--- src/rtl/ps2_pkg.sv ---
// Shared definitions for the PS/2 host-to-device transmitter: controller
// state encoding, default timing constants and the frame parity helper.
package ps2_pkg;

  typedef enum logic [2:0] {
    IDLE      = 3'd0,
    RTS       = 3'd1,
    START     = 3'd2,
    DATA      = 3'd3,
    STOP      = 3'd4,
    ACK       = 3'd5,
    WAIT_IDLE = 3'd6
  } ps2_state_e;

  // 100 us clock inhibit at 50 MHz
  localparam int RTS_CYCLES_DEF     = 5000;
  // consecutive equal raw samples before a filtered line may change
  localparam int FILTER_LEN_DEF     = 8;
  // 20 ms per-wait limit at 50 MHz
  localparam int TIMEOUT_CYCLES_DEF = 1000000;
  // eight data bits followed by the parity bit
  localparam int FRAME_BITS         = 9;

  // Odd parity: the parity bit makes the total count of ones odd.
  function automatic logic odd_parity(input logic [7:0] data);
    return ~^data;
  endfunction

endpackage

--- src/rtl/ps2_line_filter.sv ---
// Glitch filter for one PS/2 line. The filtered value only follows the raw
// input after FILTER_LEN consecutive samples that disagree with it; a
// one-cycle fall_tick marks each filtered 1->0 transition. The line is
// expected to be already synchronised to clk by the caller.
module ps2_line_filter
  import ps2_pkg::*;
#(
  parameter int FILTER_LEN = FILTER_LEN_DEF
) (
  input  logic clk,
  input  logic rst,
  input  logic line_in,
  output logic filt,
  output logic fall_tick
);

  localparam int CW = (FILTER_LEN > 1) ? $clog2(FILTER_LEN + 1) : 1;
  localparam logic [CW-1:0] CNT_LAST = CW'(FILTER_LEN - 1);

  logic [CW-1:0] cnt_r;
  logic          filt_r;
  logic          fall_r;

  // Count disagreeing samples; adopt the raw value once the run is long enough.
  always_ff @(posedge clk) begin
    if (rst) begin
      cnt_r  <= {CW{1'b0}};
      filt_r <= 1'b1;
      fall_r <= 1'b0;
    end else if (line_in != filt_r) begin
      if (cnt_r == CNT_LAST) begin
        cnt_r  <= {CW{1'b0}};
        filt_r <= line_in;
        fall_r <= ~line_in;
      end else begin
        cnt_r  <= cnt_r + CW'(1);
        fall_r <= 1'b0;
      end
    end else begin
      cnt_r  <= {CW{1'b0}};
      fall_r <= 1'b0;
    end
  end

  assign filt      = filt_r;
  assign fall_tick = fall_r;

endmodule

--- src/rtl/ps2_mouse_tx.sv ---
// PS/2 host-to-device command transmitter. Inhibits the clock for
// RTS_CYCLES, issues the start bit, shifts eight data bits plus odd parity
// on device clock falls, releases the stop bit and checks the device ack.
// Optional feature macro: PS2_TX_WATCHDOG_EN adds a per-wait timeout that
// aborts a stalled transaction with tx_err_tick.
module ps2_mouse_tx
  import ps2_pkg::*;
#(
  parameter int RTS_CYCLES     = RTS_CYCLES_DEF,
  parameter int FILTER_LEN     = FILTER_LEN_DEF,
  parameter int TIMEOUT_CYCLES = TIMEOUT_CYCLES_DEF
) (
  input  logic       clk,
  input  logic       rst,
  input  logic       wr_ps2,
  input  logic [7:0] din,
  input  logic       ps2c_in,
  input  logic       ps2d_in,
  output logic       ps2c_oe,
  output logic       ps2d_oe,
  output logic       tx_busy,
  output logic       tx_done_tick,
  output logic       tx_err_tick
);

  localparam logic [31:0] RTS_LAST = 32'(RTS_CYCLES - 1);
  localparam logic [3:0]  BIT_LAST = 4'(FRAME_BITS - 1);

  ps2_state_e state_r, state_s;
  logic [8:0]  frame_r, frame_s;
  logic [3:0]  bit_idx_r, bit_idx_s;
  logic [31:0] rts_cnt_r, rts_cnt_s;
  logic        ps2c_oe_r, ps2c_oe_s;
  logic        ps2d_oe_r, ps2d_oe_s;
  logic        busy_r, busy_s;
  logic        done_r, done_s;
  logic        err_r, err_s;

  logic c_filt_s, c_fall_s;
  logic d_filt_s, d_fall_unused;

  ps2_line_filter #(.FILTER_LEN(FILTER_LEN)) u_clk_filter (
    .clk       (clk),
    .rst       (rst),
    .line_in   (ps2c_in),
    .filt      (c_filt_s),
    .fall_tick (c_fall_s)
  );

  ps2_line_filter #(.FILTER_LEN(FILTER_LEN)) u_dat_filter (
    .clk       (clk),
    .rst       (rst),
    .line_in   (ps2d_in),
    .filt      (d_filt_s),
    .fall_tick (d_fall_unused)
  );

`ifdef PS2_TX_WATCHDOG_EN
  localparam logic [31:0] WD_LAST = 32'(TIMEOUT_CYCLES - 1);
  logic [31:0] wd_cnt_r, wd_cnt_s;
  logic        wd_watch_s;
  logic        wd_expire_s;
`else
  localparam int timeout_unused = TIMEOUT_CYCLES;
`endif

  // Next-state, frame bookkeeping and next values of the registered outputs.
  always_comb begin
    state_s   = state_r;
    frame_s   = frame_r;
    bit_idx_s = bit_idx_r;
    rts_cnt_s = rts_cnt_r;
    done_s    = 1'b0;
    err_s     = 1'b0;

    case (state_r)
      IDLE: begin
        if (wr_ps2) begin
          frame_s   = {odd_parity(din), din};
          rts_cnt_s = 32'd0;
          state_s   = RTS;
        end else begin
          state_s = IDLE;
        end
      end
      RTS: begin
        if (rts_cnt_r == RTS_LAST) begin
          state_s = START;
        end else begin
          rts_cnt_s = rts_cnt_r + 32'd1;
        end
      end
      START: begin
        if (c_fall_s) begin
          bit_idx_s = 4'd0;
          state_s   = DATA;
        end else begin
          state_s = START;
        end
      end
      DATA: begin
        if (c_fall_s) begin
          if (bit_idx_r == BIT_LAST) begin
            state_s = STOP;
          end else begin
            bit_idx_s = bit_idx_r + 4'd1;
          end
        end else begin
          state_s = DATA;
        end
      end
      STOP: begin
        if (c_fall_s) begin
          state_s = ACK;
        end else begin
          state_s = STOP;
        end
      end
      ACK: begin
        if (c_fall_s) begin
          if (!d_filt_s) begin
            state_s = WAIT_IDLE;
          end else begin
            err_s   = 1'b1;
            state_s = IDLE;
          end
        end else begin
          state_s = ACK;
        end
      end
      WAIT_IDLE: begin
        if (c_filt_s && d_filt_s) begin
          done_s  = 1'b1;
          state_s = IDLE;
        end else begin
          state_s = WAIT_IDLE;
        end
      end
      default: begin
        state_s = IDLE;
      end
    endcase

`ifdef PS2_TX_WATCHDOG_EN
    // Only the waits on the device are watched; RTS is self-timed.
    wd_watch_s  = (state_r == START) || (state_r == DATA) || (state_r == STOP) ||
                  (state_r == ACK)   || (state_r == WAIT_IDLE);
    wd_expire_s = wd_watch_s && (state_s == state_r) && !c_fall_s && (wd_cnt_r == WD_LAST);
    if (wd_expire_s) begin
      err_s   = 1'b1;
      done_s  = 1'b0;
      state_s = IDLE;
    end else begin
      err_s = err_s;
    end
    if ((state_s != state_r) || c_fall_s || !wd_watch_s) begin
      wd_cnt_s = 32'd0;
    end else begin
      wd_cnt_s = wd_cnt_r + 32'd1;
    end
`endif

    // Outputs follow the state being entered so they line up with it.
    ps2c_oe_s = (state_s == RTS);
    ps2d_oe_s = (state_s == START) || ((state_s == DATA) && !frame_s[bit_idx_s]);
    busy_s    = (state_s != IDLE);
  end

  // State, frame and registered outputs; reset releases both lines at once.
  always_ff @(posedge clk) begin
    if (rst) begin
      state_r   <= IDLE;
      frame_r   <= 9'd0;
      bit_idx_r <= 4'd0;
      rts_cnt_r <= 32'd0;
      ps2c_oe_r <= 1'b0;
      ps2d_oe_r <= 1'b0;
      busy_r    <= 1'b0;
      done_r    <= 1'b0;
      err_r     <= 1'b0;
    end else begin
      state_r   <= state_s;
      frame_r   <= frame_s;
      bit_idx_r <= bit_idx_s;
      rts_cnt_r <= rts_cnt_s;
      ps2c_oe_r <= ps2c_oe_s;
      ps2d_oe_r <= ps2d_oe_s;
      busy_r    <= busy_s;
      done_r    <= done_s;
      err_r     <= err_s;
    end
  end

`ifdef PS2_TX_WATCHDOG_EN
  // Watchdog counter register.
  always_ff @(posedge clk) begin
    if (rst) begin
      wd_cnt_r <= 32'd0;
    end else begin
      wd_cnt_r <= wd_cnt_s;
    end
  end
`endif

  assign ps2c_oe      = ps2c_oe_r;
  assign ps2d_oe      = ps2d_oe_r;
  assign tx_busy      = busy_r;
  assign tx_done_tick = done_r;
  assign tx_err_tick  = err_r;

endmodule

--- config.mk ---
export PLATFORM = sky130hd
export DESIGN_NAME = ps2_mouse_tx
export DESIGN_NICKNAME = d
export VERILOG_FILES = /design/src/rtl/ps2_pkg.sv /design/src/rtl/ps2_line_filter.sv /design/src/rtl/ps2_mouse_tx.sv
export SDC_FILE = /design/constraint.sdc
export NUM_CORES = 1
export LEC_CHECK = 0
export ABC_AREA = 1
export CORE_ASPECT_RATIO = 0.8
export CORE_MARGIN = 3
export CORE_UTILIZATION = 65
export CTS_CLUSTER_SIZE = 14
export DETAILED_ROUTE_END_ITERATION = 8
export GPL_ROUTABILITY_DRIVEN = 0
export PLACE_DENSITY = 0.95
export REMOVE_ABC_BUFFERS = 1
export SYNTH_ARGS = -nofsm -noshare
export SYNTH_HDL_FRONTEND = slang
export SYNTH_SLANG_ARGS = --single-unit
--- constraint.sdc ---
create_clock -name clk -period 2.85 [get_ports clk]
set_input_delay 0.4275 -clock clk [delete_from_list [all_inputs] [get_ports clk]]
set_output_delay 0.4275 -clock clk [all_outputs]
set_load 0.1 [all_outputs]
==> flow_summary.ini <==
[job]
drv.max_cap_violation_count = 0

[route]
drtIter0Drc = 431
post_drt_via_cell_ratio = 5.85
postRouteWirelength_um = 9530
antenna_violating_nets_post_route = 0
drtPass1Iterations = 5
routed-via-count = 3940
drt-wirelength-per-cell_um = 14.2
drc = 0

[timing]
finalWorstPathRequiredPeriod_ns = 2.22
fin_crit_sh_pct = 77.9
fin_tns_setup_ns = 0
grt_setup_unrepaired = no
setup_viol = 0
count_of_pins_over_their_slew_limit = 0
timing.final.hold_violations = 0
achievable_clock_frequency_mhz = 451
final.hold.worst_slack_ns = 0.448
worst_pin_slew_ns = 0.448
skew_ns = 0.0107
slew_headroom_pct = 70.1

[clock_tree]
cts_made_buffers = 9
clk_pin_slew_worst_paths_ns = 0.07
cts-root-buf = sky130_fd_sc_hd__clkbuf_8
htree_num_levels = 3
cts_hold_buffers = 0
buffer_levels_on_the_longest_clock_path = 2
cts.sinks = 64
tritoncts = built
postCtsSetupBuffers = 0
clk-insertion-delay-late_ns = 0.35
cts_resized = 0

[synth]
sequential_cell_area_fraction_in_the_yosys_report_pct = 34.5
synth_area_per_cell_um2 = 6.43
synth-edff-count = 0
mappedNetlistArea_um2 = 3710
synthArstFlopShare_pct = 0
syn-instance-count = 577
ys.warnings.count = 0
ys_ff_latch = 64
main_synth_ff_type = sky130_fd_sc_hd__dfxtp_1
yosysUniqueCellTypes = 38

[pwr]
power.density_nw_per_um2 = 461
leakage_power_figure_nw = 1.60
vdd_ir_drop_max_mv = 0.357

[worst_setup_path]
slowest_stage_cell_on_the_critical_path = sky130_fd_sc_hd__dfxtp_1
critPathMaxStageDelay_ns = 0.38
worst_path_most_repeated_cell = sky130_fd_sc_hd__nand2_1
path_max_fanout = 27
worstSetupStartpointType = flop
worst-endpoint-arrival_ns = 2.46
cp-end-kind = flop
worst_path_cell_chain = ha_1 -> nand4_1 -> nor2_1 -> nand2_1 -> nand2_1 -> nand2_2 -> inv_4 -> nor2_1 -> nand2_1 -> nand2_1 -> nand2_1 -> nor2_1
req_time_crit_path_ns = 3.10
path_class = flop to flop

[place]
place.detailed.instances = 658
detailed_place.area_um2 = 3890
numPortBuffers = 17
hpwl_um = 6930

[finish]
count_of_nets_after_finishing = 612
post_route_cells_drive_above_1_share_pct = 7.86
layout_common_cells = sky130_fd_sc_hd__nand2_1 (161), sky130_fd_sc_hd__nor2_1 (82), sky130_fd_sc_hd__dfxtp_1 (64)
layout.cell_area.non_filler_um2 = 4080
antenna-diode-count = 0
fillers = 405
non_filler_cells_final = 673
most_frequent_standard_cell_in_the_layout_excluding_fill_and_tap_cells = sky130_fd_sc_hd__nand2_1
layout-area-overhead-vs-synth_pct = 9.98

[hold_path]
hold_path.class = flop to flop

[floorplan]
dieArea_um2 = 6660
row_count = 23
die-width_um = 90.5
placeableCoreArea_um2 = 5270
height_of_the_chip_um = 73.6
initial_utilization_pct = 70.4
ios = 18

[global_routing]
grt_use_total_pct = 30.2
grt_antenna_before_repair = 0
globalRouteOverflowTotal = 0
via_count_of_the_first_global_routing_pass = 3581
grt_first_pass_wirelength_um = 16200
grt_max_degree = 38

[status]
status = completed
-- sequential cells by signal, indices dropped and copies added (netlist names), 3 cells and up --
name,cells
bit_idx_r,4
frame_r,9
rts_cnt_r,32
state_r,3
u_clk_filter.cnt_r,4
u_dat_filter.cnt_r,4
-- synth_stat cells (4+ instances only) --
| library cell | instances | share of area (%) |
|---|---|---|
| sky130_fd_sc_hd__a21oi_1 | 45 | 6.1 |
| sky130_fd_sc_hd__clkbuf_1 | 6 | 0.61 |
| sky130_fd_sc_hd__dfxtp_1 | 64 | 35 |
| sky130_fd_sc_hd__ha_1 | 5 | 1.7 |
| sky130_fd_sc_hd__inv_1 | 55 | 5.6 |
| sky130_fd_sc_hd__inv_2 | 4 | 0.40 |
| sky130_fd_sc_hd__nand2_1 | 161 | 16 |
| sky130_fd_sc_hd__nand2_2 | 5 | 0.84 |
| sky130_fd_sc_hd__nand3_1 | 49 | 6.6 |
| sky130_fd_sc_hd__nand3b_1 | 7 | 1.4 |
| sky130_fd_sc_hd__nand4_1 | 11 | 1.9 |
| sky130_fd_sc_hd__nor2_1 | 82 | 8.3 |
| sky130_fd_sc_hd__nor3_1 | 14 | 1.9 |
| sky130_fd_sc_hd__nor4_1 | 5 | 0.84 |
| sky130_fd_sc_hd__o21ai_0 | 8 | 1.1 |
| sky130_fd_sc_hd__o21ai_1 | 4 | 0.54 |
| sky130_fd_sc_hd__or2_2 | 6 | 1.0 |
| sky130_fd_sc_hd__xnor2_1 | 4 | 0.94 |
| sky130_fd_sc_hd__xor2_1 | 10 | 2.4 |
-- worst max-delay path, delay by kind of cell (launching register included) --
family                   cells  cell delay, ns
AND/OR/NAND/NOR             10            1.04
flip-flops                   1            0.38
adder cells (fa/ha/maj)      1            0.38
buffers and inverters        1            0.32
-- power breakdown --
group	internal, mW	switching, mW	leakage (nW)
clock network	0.422	0.343	0.0925
logic	0.0587	0.134	0.993
registers	0.913	0.00947	0.519
-- cells by family after synthesis --
group / share of synthesized area (%)
flip-flops: 34.5
adder cells (fa/ha/maj): 1.69
AO/OA/AOI/OAI: 10.1
XOR/XNOR: 3.31
AND/OR/NAND/NOR: 42.2
buffers and inverters: 8.20
-- layout make-up --
cell class	instances	area [um2]	share of cell area (%)
clock buffers	12	145	3.56
repair buffers	18	165	4.05
clock inverters	3	42.5	1.04
well taps	75	93.8	2.30
multi-input cells	441	2120	52.1
inverters	60	228	5.58
flip-flops and latches	64	1280	31.4
-- worst paths after layout --
check,startpoint,to,cells after the start,slack (ns)
worst min register to register,u_clk_filter.cnt_r[0],u_clk_filter.cnt_r[0],1,0.45
worst max-delay path,rts_cnt_r[0],rts_cnt_r[4],12,0.63
worst min-delay path,u_clk_filter.cnt_r[0],u_clk_filter.cnt_r[0],1,0.45
worst max register to register,rts_cnt_r[0],rts_cnt_r[4],12,0.63
-- metrics by stage --
stage	worst slack (ns)	utilization (%)	total power, mW
2_1_floorplan	1.13	-	1.06
3_3_place_gp	0.585	73.9	1.12
3_5_place_dp	0.516	73.9	1.13
4_1_cts	0.687	77.5	1.88
5_1_grt	0.458	77.5	1.95
6_report	0.631	77.5	1.88
-- per-layer routing --
metal | GRT usage (%) | routed length (um) | up-vias
li1 | - | - | 1910
met4 | 12.7 | 214 | 0
met5 | 0 | 0 | -
met2 | 50.5 | 4300 | 246
met3 | 8.80 | 1060 | 28
met1 | 37.0 | 3960 | 1756
(Power assumes the default switching activity.)
